File: src/rtl/rc4_encrypt_core.sv
// RC4 encryptor: fills external S RAM, runs KSA with a 24-bit key, then XORs PRGA keystream onto the plaintext.
// Latency: 256 INIT + 1536 KSA cycles, then at least 10 cycles per byte (P_RDI..P_PUTCT).
// Backpressure: stalls in P_GETPT while pt_valid=0 and in P_PUTCT while ct_ready=0; no S RAM traffic while stalled.
module rc4_encrypt_core #(
    parameter int MSG_LEN   = 32,
    parameter int KEY_BYTES = 3
) (
    input  logic        clk,
    input  logic        reset_n,
    input  logic        start,
    input  logic [23:0] secret_key,
    output logic [7:0]  s_address,
    output logic [7:0]  s_data,
    output logic        s_wren,
    input  logic [7:0]  s_q,
    input  logic [7:0]  pt_data,
    input  logic        pt_valid,
    output logic        pt_ready,
    output logic [7:0]  ct_data,
    output logic        ct_valid,
    input  logic        ct_ready,
    output logic        busy,
    output logic        done
);

    typedef enum logic [4:0] {
        IDLE, INIT,
        K_RDI, K_W1, K_RDJ, K_W2, K_WRI, K_WRJ,
        P_RDI, P_W1, P_RDJ, P_W2, P_WRI, P_WRJ, P_RDK, P_W3, P_GETPT, P_PUTCT,
        DONE
    } state_t;

    state_t      state_q, state_d;
    logic [7:0]  i_q, i_d, j_q, j_d;
    logic [7:0]  si_q, si_d, sj_q, sj_d, k_q, k_d;
    logic [7:0]  addr_q, addr_d, wdat_q, wdat_d, ct_q, ct_d;
    logic        wren_q, wren_d;
    logic        k_ld_q, k_ld_d;
    logic [8:0]  cnt_q, cnt_d;
    logic [1:0]  kidx_q, kidx_d;
    logic [23:0] key_q, key_d;
    logic [7:0]  key_byte;
    logic [7:0]  k_cur;
    logic [7:0]  j_new;

    // Key byte for the current KSA index; kidx tracks i mod KEY_BYTES, MSB byte first.
    always_comb begin
        key_byte = key_q[23:16];
        for (int n = 0; n < KEY_BYTES; n++) begin
            if (kidx_q == 2'(n)) key_byte = key_q[23-8*n -: 8];
        end
    end

    // Keystream byte arrives on s_q in the first P_GETPT cycle and is held in k_q after that.
    assign k_cur = k_ld_q ? s_q : k_q;

    // Next-state and datapath: every S RAM access is registered one cycle before the RAM sees it.
    always_comb begin
        state_d = state_q;
        i_d     = i_q;
        j_d     = j_q;
        si_d    = si_q;
        sj_d    = sj_q;
        k_d     = k_q;
        k_ld_d  = k_ld_q;
        addr_d  = addr_q;
        wdat_d  = wdat_q;
        wren_d  = 1'b0;
        ct_d    = ct_q;
        cnt_d   = cnt_q;
        kidx_d  = kidx_q;
        key_d   = key_q;
        j_new   = 8'd0;
        case (state_q)
            IDLE: begin
                if (start) begin
                    key_d   = secret_key;
                    i_d     = 8'd0;
                    state_d = INIT;
                end
            end
            INIT: begin
                addr_d = i_q;
                wdat_d = i_q;
                wren_d = 1'b1;
                i_d    = i_q + 8'd1;
                if (i_q == 8'd255) begin
                    i_d     = 8'd0;
                    j_d     = 8'd0;
                    kidx_d  = 2'd0;
                    state_d = K_RDI;
                end
            end
            K_RDI: begin
                addr_d  = i_q;
                state_d = K_W1;
            end
            K_W1: state_d = K_RDJ;
            K_RDJ: begin
                si_d    = s_q;
                j_new   = j_q + s_q + key_byte;
                j_d     = j_new;
                addr_d  = j_new;
                state_d = K_W2;
            end
            K_W2: state_d = K_WRI;
            K_WRI: begin
                sj_d    = s_q;
                addr_d  = i_q;
                wdat_d  = s_q;
                wren_d  = 1'b1;
                state_d = K_WRJ;
            end
            K_WRJ: begin
                addr_d = j_q;
                wdat_d = si_q;
                wren_d = 1'b1;
                if (i_q == 8'd255) begin
                    i_d     = 8'd0;
                    j_d     = 8'd0;
                    cnt_d   = 9'd0;
                    state_d = P_RDI;
                end else begin
                    i_d     = i_q + 8'd1;
                    kidx_d  = (kidx_q == 2'(KEY_BYTES - 1)) ? 2'd0 : kidx_q + 2'd1;
                    state_d = K_RDI;
                end
            end
            P_RDI: begin
                i_d     = i_q + 8'd1;
                addr_d  = i_q + 8'd1;
                state_d = P_W1;
            end
            P_W1: state_d = P_RDJ;
            P_RDJ: begin
                si_d    = s_q;
                j_new   = j_q + s_q;
                j_d     = j_new;
                addr_d  = j_new;
                state_d = P_W2;
            end
            P_W2: state_d = P_WRI;
            P_WRI: begin
                sj_d    = s_q;
                addr_d  = i_q;
                wdat_d  = s_q;
                wren_d  = 1'b1;
                state_d = P_WRJ;
            end
            P_WRJ: begin
                addr_d  = j_q;
                wdat_d  = si_q;
                wren_d  = 1'b1;
                state_d = P_RDK;
            end
            P_RDK: begin
                addr_d  = si_q + sj_q;
                state_d = P_W3;
            end
            P_W3: begin
                k_ld_d  = 1'b1;
                state_d = P_GETPT;
            end
            P_GETPT: begin
                k_ld_d = 1'b0;
                if (k_ld_q) k_d = s_q;
                if (pt_valid) begin
                    ct_d    = k_cur ^ pt_data;
                    state_d = P_PUTCT;
                end
            end
            P_PUTCT: begin
                if (ct_ready) begin
                    cnt_d   = cnt_q + 9'd1;
                    state_d = (cnt_q + 9'd1 == 9'(MSG_LEN)) ? DONE : P_RDI;
                end
            end
            DONE: state_d = IDLE;
            default: state_d = IDLE;
        endcase
    end

    // State and datapath registers; synchronous active-low reset leaves S RAM contents alone.
    always_ff @(posedge clk) begin
        if (!reset_n) begin
            state_q <= IDLE;
            i_q     <= 8'd0;
            j_q     <= 8'd0;
            si_q    <= 8'd0;
            sj_q    <= 8'd0;
            k_q     <= 8'd0;
            k_ld_q  <= 1'b0;
            addr_q  <= 8'd0;
            wdat_q  <= 8'd0;
            wren_q  <= 1'b0;
            ct_q    <= 8'd0;
            cnt_q   <= 9'd0;
            kidx_q  <= 2'd0;
            key_q   <= 24'd0;
        end else begin
            state_q <= state_d;
            i_q     <= i_d;
            j_q     <= j_d;
            si_q    <= si_d;
            sj_q    <= sj_d;
            k_q     <= k_d;
            k_ld_q  <= k_ld_d;
            addr_q  <= addr_d;
            wdat_q  <= wdat_d;
            wren_q  <= wren_d;
            ct_q    <= ct_d;
            cnt_q   <= cnt_d;
            kidx_q  <= kidx_d;
            key_q   <= key_d;
        end
    end

    assign s_address = addr_q;
    assign s_data    = wdat_q;
    assign s_wren    = wren_q;
    assign ct_data   = ct_q;
    assign pt_ready  = (state_q == P_GETPT);
    assign ct_valid  = (state_q == P_PUTCT);
    assign busy      = (state_q != IDLE) && (state_q != DONE);
    assign done      = (state_q == DONE);

endmodule

File: config.mk
export PLATFORM = sky130hd
export DESIGN_NAME = rc4_encrypt_core
export DESIGN_NICKNAME = d
export VERILOG_FILES = /design/src/rtl/rc4_encrypt_core.sv
export SDC_FILE = /design/constraint.sdc
export NUM_CORES = 1
export LEC_CHECK = 0
export CAP_MARGIN = 20
export CORE_MARGIN = 5
export CORE_UTILIZATION = 58
export CTS_BUF_LIST = sky130_fd_sc_hd__clkbuf_2 sky130_fd_sc_hd__clkbuf_4 sky130_fd_sc_hd__clkbuf_8
export CTS_CLUSTER_DIAMETER = 50
export CTS_CLUSTER_SIZE = 8
export DETAILED_ROUTE_END_ITERATION = 6
export PLACE_DENSITY = 0.81
export REMOVE_ABC_BUFFERS = 1
export SETUP_SLACK_MARGIN = 0.5
export SKIP_CTS_REPAIR_TIMING = 1
export SYNTH_ARGS = -nofsm -noshare
export SYNTH_HDL_FRONTEND = slang
export SYNTH_SLANG_ARGS = --single-unit
File: constraint.sdc
create_clock -name clk -period 4 [get_ports clk]
set_input_delay 1.2 -clock clk [delete_from_list [all_inputs] [get_ports clk]]
set_output_delay 1.2 -clock clk [all_outputs]
set_load 0.02 [all_outputs]
==> results of run 1 <==
cells in the final DEF (no fill, tap or decap), types with 6 or more instances in the layout:
cell	instances
clkdlybuf4s50_1	68
nand2_1	104
a31oi_1	9
inv_1	16
a211oi_1	24
and3_1	8
or3_1	10
nand2b_1	12
a21o_1	6
dfxtp_1	104
nor3_1	19
o21ai_1	8
o211ai_1	6
ha_1	19
buf_4	42
xor2_1	18
nor2b_1	12
o22ai_1	9
o21ai_0	40
nor2_1	94
a21oi_1	87
clkbuf_8	10
a311oi_1	8
nand3_1	17
mux2i_1	18
o21a_1	8
final cells by class:
| class | instances | area, µm² | area share [%] |
|---|---|---|---|
| multi-input cells | 624 | 3830 | 51.3 |
| flip-flops and latches | 106 | 2120 | 28.5 |
| repair buffers | 115 | 1050 | 14.1 |
| well taps | 136 | 170 | 2.28 |
| clock buffers | 10 | 138 | 1.84 |
| clock inverters | 5 | 78.8 | 1.06 |
| inverters | 19 | 71.3 | 0.955 |
power by group through the flow:
stage               clock, W  combinational, W  sequential (W)
detailed placement         0          0.000522         0.00116
global placement           0          0.000511         0.00116
CTS                 0.000751          0.000524         0.00114
finish              0.000735          0.000555         0.00114
floorplan                  0          0.000293         0.00117
global route        0.000791          0.000611         0.00114
sequential cells by signal (all words and copies together) (netlist names):
register and count:
s_data 8, s_address 8, k_ld_q 1, key_q 24
i_q 8, si_q 8, sj_q 8, j_q 8
kidx_q 2, ct_data 8, state_q 5, cnt_q 9
k_q 8, s_wren 1
per-stage QoR:
step / cell area [µm²] / hold slack [ns] / setup slack, ns / setup TNS [ns]
final: 7460 / 0.464 / 0.535 / 0
after global routing: 7460 / 0.486 / 0.403 / 0
after CTS: 7310 / 0.461 / -0.0609 / -0.0609
after detailed placement: 7090 / 0.447 / -0.463 / -1.68
after global placement: 7090 / 0.440 / -0.325 / -1.26
after floorplan: 5900 / 0.433 / 0.263 / 0
critical path, stage by stage:
cell and delay [ns]:
buf_4 0.10, ha_4 0.13, inv_2 0.04, fa_2 0.36
nor2b_2 0.14, o31a_1 0.21, o21ai_2 0.10, a21oi_2 0.21
nor2b_4 0.07, ha_4 0.16, a211o_1 0.27, o22ai_2 0.16
xor2_2 0.20, mux2i_1 0.24, a41oi_1 0.12
worst min path at each step:
stage / from / to / slack (ns)
6_report: key_q[16] / key_q[16] / 0.46
5_1_grt: key_q[3] / key_q[3] / 0.49
4_1_cts: key_q[22] / key_q[22] / 0.46
3_5_place_dp: key_q[22] / key_q[22] / 0.45
3_3_place_gp: key_q[17] / key_q[17] / 0.44
2_1_floorplan: key_q[17] / key_q[17] / 0.43
layer usage:
layer,GRT usage [%],vias to the layer above
met5,0,-
met4,10.3,0
met3,6.04,28
met2,44.0,237
met1,38.2,2873
li1,-,3009
cell families after synthesis:
family,after synthesis
AOI/OAI and AO/OA,251
xor gates and xnor gates,25
adders and majority gates,26
buffers and inverters,63
DFF,106
muxes,18
and+or+nand+nor,304
==> out/metrics.yaml, run 1 <==
routing:
  wl_met2_um: 8440
  drt_iter0_markers: 681
  viasPerCell: 6.06
  drc: 0
  vias: 6147
  wl_met3_um: 1270
  drt_first_pass_iters: 5
  drt_wl_total_um: 18100
  ant_nets: 0
  wire_per_inst_um: 17.8
  drt-met1-wl_um: 7900
  maxUsedRoutingLayer: "met4"
cts:
  root_buffer: "clkbuf_8"
  clk_pin_slew_ns: 0.10
  clkSinkCount: 106
  numCtsBuffers: 9
  cts_tree: "done"
  cts_buffer_depth: 2
  clkLatencyLatePin_ns: 0.38
  h-tree-depth: 3
job:
  cap_violations: 0
critical_path:
  path_class: "primary input to register"
  rr_worst_depth: 11
  critical_path.reg2reg.startpoint: "kidx_q[1]"
  end_kind: "register"
  reg2reg_to: "j_q[5]"
  cp_max_fo: 3
  start_kind: "primary input"
  startpoint: "s_q[0]"
  crit_path_end: "s_address[7]"
  reg2reg_slack_ns: 0.90
  crit_required_ns: 4.25
  arrival_ns: 3.72
synthesis:
  synth_most_common_cell: "dfxtp_1"
  synth_edf_count: 0
  synth_top_family_by_area: "compound AO/OA/AOI/OAI gates"
  yosys.area.top_type_share_pct: 34.9
  yosysSeqAreaShare_pct: 34.9
  synth_compound_area_share_pct: 25.8
  synth.area.top_cells: "dfxtp_1, a21oi_1, nand2_1"
  synthMuxAreaShare_pct: 2.96
  synthArstFlopShare_pct: 0
  synth.avg_cell_area_um2: 7.67
  synthSimpleGateAreaFrac_pct: 22.9
  synthCells: 793
  ys_ff_latch: 106
  netlist_area_um2: 6080
  synth_area_leader_cell: "dfxtp_1"
  ys.warnings.count: 0
  synthTopCellsByCount: "dfxtp_1, nand2_1, nor2_1"
  synth-xor-area-share_pct: 3.60
  synth-adder-area-share_pct: 5.72
  synth_cell_types: 62
  ys.flop_type: "dfxtp_1"
place:
  dp.cells: 997
  io_buffers: 73
  dp_hpwl_um: 13300
  place.gp.congestion: 0.955
sta:
  skew_ns: 0.00501
  hold_viol_final: 0
  post-route-min-period_ns: 3.47
  rsz0062_at_grt: "true"
  drv_slew: 0
  setup_violations: 0
  fmax_mhz: 289
  min_period_over_period_pct: 86.6
  worst_slew_pin_slew_ns: 0.877
  maxSlewHeadroom_pct: 41.5
floorplanning:
  die_y_um: 112
  io_pins: 74
  dieArea_um2: 12600
  rows: 37
  dieWidth_um: 112
  fp.coreArea_um2: 10300
  start_util_pct: 59.2
finish:
  nets: 946
  final_util_pct: 72.6
  diodes: 0
  area_delta_synth_final_pct: 22.7
  drive_above_1_share_pct: 9.90
  fill_cells: 870
  fin_cells: 1015
power:
  p_int_w: 0.00171
  switching_share_pct: 29.7
  p_switching_w: 0.000723
  p_seq_share_pct: 46.9
  finalPower_w: 0.00243
  p_clk_share_pct: 30.3
  irDropWorstVdd_mv: 0.300
  p_per_area_nw_per_um2: 326
  comb_power_share_pct: 22.9
  p_leak_nw: 2.84
worst_hold_path:
  whs_path_depth: 2
  hold_path.class: "register to register"
status:
  status: "complete, no violations"
global_routing:
  grt_pass1_wl_um: 29000
  grt_usage_pct: 28.1
  grt_overflow: 0
  antenna_found_initial: 0
  grt_pass1_vias: 5745
  grt_max_degree: 43
Power figures use the tool's default switching activity.
==> run 2, diff against run 1 <==
--- a/config.mk
+++ b/config.mk
@@ -7,12 +7,12 @@
 export LEC_CHECK = 0
 export CAP_MARGIN = 20
 export CORE_MARGIN = 5
-export CORE_UTILIZATION = 58
+export CORE_UTILIZATION = 35
 export CTS_BUF_LIST = sky130_fd_sc_hd__clkbuf_2 sky130_fd_sc_hd__clkbuf_4 sky130_fd_sc_hd__clkbuf_8
 export CTS_CLUSTER_DIAMETER = 50
 export CTS_CLUSTER_SIZE = 8
 export DETAILED_ROUTE_END_ITERATION = 6
-export PLACE_DENSITY = 0.81
+export PLACE_DENSITY = 0.52
 export REMOVE_ABC_BUFFERS = 1
 export SETUP_SLACK_MARGIN = 0.5
 export SKIP_CTS_REPAIR_TIMING = 1
==> constraint.sdc (replaced) <==
create_clock -name clk -period 3.9 [get_ports clk]
set_input_delay 1.17 -clock clk [delete_from_list [all_inputs] [get_ports clk]]
set_output_delay 1.17 -clock clk [all_outputs]
set_load 0.02 [all_outputs]
==> out/metrics.yaml, run 2 (synthesized netlist as in run 1, its figures left out) <==
routing:
  ant_nets: 0  # unchanged
  wire_per_inst_um: 17.6  # -1.5%
  viasPerCell: 5.47  # -9.8%
  drc: 0  # unchanged
  drt_wl_total_um: 19400  # +7.3%
  drt_iter0_markers: 313  # -54%
  vias: 6045  # -1.7%
  drt_first_pass_iters: 6  # +1
power:
  p_leak_nw: 2.87  # +1.1%
  irDropWorstVdd_mv: 0.144  # -52%
  comb_power_share_pct: 23.9  # +1.0 points
  p_seq_share_pct: 47.2  # +0.3 points
  p_switching_w: 0.000827  # +14%
  switching_share_pct: 33.5  # +3.7 points
  p_per_area_nw_per_um2: 323  # -0.68%
  finalPower_w: 0.00247  # +1.6%
  p_int_w: 0.00164  # -3.8%
  p_clk_share_pct: 28.9  # -1.4 points
place:
  dp.cells: 1085  # +8.8%
  place.gp.congestion: 0.877  # -8.2%
  io_buffers: 73  # unchanged
  dp_hpwl_um: 14300  # +7.4%
sta:
  post-route-min-period_ns: 3.47
  hold_viol_final: 0  # unchanged
  min_period_over_period_pct: 89.1
  skew_ns: 0.0158  # +0.0108 ns
  maxSlewHeadroom_pct: 40.6  # -0.91 points
  worst_slew_pin_slew_ns: 0.891  # +0.0137 ns
  setup_violations: 0  # unchanged
  drv_slew: 0  # unchanged
  rsz0062_at_grt: "true"
  fmax_mhz: 288
global_routing:
  grt_pass1_vias: 5682  # -1.1%
  grt_overflow: 0  # unchanged
  grt_max_degree: 94  # +120%
  antenna_found_initial: 0  # unchanged
  grt_usage_pct: 19.1  # -9.1 points
  grt_pass1_wl_um: 30800  # +6.0%
worst_hold_path:
  min_from: "key_q[16]"
  whs_path_depth: 2  # unchanged
  hold_path_end: "key_q[16]"
  hold_path.class: "register to register"
cts:
  root_buffer: "clkbuf_8"
  clkSinkCount: 106  # unchanged
  h-tree-depth: 3  # unchanged
  numCtsBuffers: 9  # unchanged
  clk_pin_slew_ns: 0.12  # +0.02 ns
  cts_buffer_depth: 2  # unchanged
  cts_tree: "done"
  clkLatencyLatePin_ns: 0.40  # +0.02 ns
critical_path:
  reg2reg_slack_ns: 0.74  # -0.16 ns
  critical_path.reg2reg.startpoint: "j_q[0]"
  start_kind: "primary input"
  path_class: "primary input to register"
  crit_required_ns: 4.22  # -0.03 ns
  reg2reg_to: "j_q[7]"
  rr_worst_depth: 14  # +3
  end_kind: "register"
  arrival_ns: 3.79  # +0.07 ns
  cp_max_fo: 3  # unchanged
status:
  status: "complete, no violations"
finish:
  area_delta_synth_final_pct: 25.5
  top_regs: "key_q: 24 flops, cnt_q: 9 flops"
  nets: 947  # +0.11%
  final_common_cell: "dfxtp_1"
  fin_cells: 1106  # +9.0%
  final_cell_mix: "dfxtp_1, nand2_1, nor2_1"
  drive_above_1_share_pct: 10.3  # +0.43 points
  top_register: "key_q"
  largest_reg_flops: 24  # unchanged
  diodes: 0  # unchanged
job:
  cap_violations: 0  # unchanged
floorplanning:
  io_pins: 74  # unchanged
  dieArea_um2: 20100  # +59%
  die_y_um: 142  # +26%
  start_util_pct: 35.4  # -24 points
  rows: 48  # +30%
  fp.coreArea_um2: 17200  # +67%
  dieWidth_um: 142  # +26%
-- run 2: metal layers --
metal | GRT usage [%] | wire length [µm]
met5 | 0 | 0
met4 | 6.52 | 597
met2 | 29.7 | 8840
met1 | 26.4 | 9020
met3 | 3.74 | 952
-- run 2: area by class of cell --
type,count,area (µm²)
Fill cell,1760,9540
Clock inverter,7,76.3
Sequential cell,106,2120
Multi-Input combinational cell,624,3860
Tap cell,225,282
Clock buffer,9,124
Timing Repair Buffer,116,1100
Inverter,19,71.3
-- run 2: through the flow --
| stage | cell area (µm²) | setup WS (ns) | util (%) | TNS [ns] | hold slack [ns] |
|---|---|---|---|---|---|
| final | 7640 | 0.427 | 44.5 | 0 | 0.462 |
| after global routing | 7640 | 0.370 | 44.5 | 0 | 0.480 |
| after CTS | 7410 | -0.111 | 43.1 | -0.193 | 0.464 |
| after detailed placement | 7210 | -0.536 | 42.0 | -2.55 | 0.447 |
| after global placement | 7210 | -0.377 | 42.0 | -1.71 | 0.443 |
| after floorplan | 5900 | 0.193 | - | 0 | 0.433 |
-- run 2: how the worst max path moves through the flow --
stage / start / end
3_5_place_dp: s_q[0] / j_q[7]
3_3_place_gp: s_q[0] / s_address[7]
6_report: s_q[0] / j_q[7]
2_1_floorplan: s_q[0] / s_address[7]
5_1_grt: s_q[0] / j_q[7]
4_1_cts: s_q[0] / j_q[7]
-- run 2: power groups by stage --
stage	registers [W]	clock network (W)	logic [W]
4_1_cts	0.00116	0.000743	0.000555
5_1_grt	0.00117	0.000779	0.000650
3_3_place_gp	0.00119	0	0.000543
3_5_place_dp	0.00119	0	0.000553
6_report	0.00117	0.000713	0.000591
2_1_floorplan	0.00120	0	0.000301
-- run 2: worst max-delay path: stages --
cell and delay (ns):
buf_8 0.08, ha_4 0.13, inv_2 0.04, fa_2 0.38, nor2b_2 0.16, o31a_1 0.21
o21ai_2 0.10, a21oi_2 0.19, nor2b_4 0.07, ha_4 0.26, a21boi_4 0.18, o22ai_2 0.12
xor2_2 0.18, or3_1 0.32, a31oi_1 0.21
==> run 3, diff against run 2 <==
--- a/config.mk
+++ b/config.mk
@@ -16,6 +16,7 @@
 export REMOVE_ABC_BUFFERS = 1
 export SETUP_SLACK_MARGIN = 0.5
 export SKIP_CTS_REPAIR_TIMING = 1
+export SLEW_MARGIN = 10
 export SYNTH_ARGS = -nofsm -noshare
 export SYNTH_HDL_FRONTEND = slang
 export SYNTH_SLANG_ARGS = --single-unit
==> results of run 3 <==
The final DEF is identical to that of run 2; final timing and power are the same.
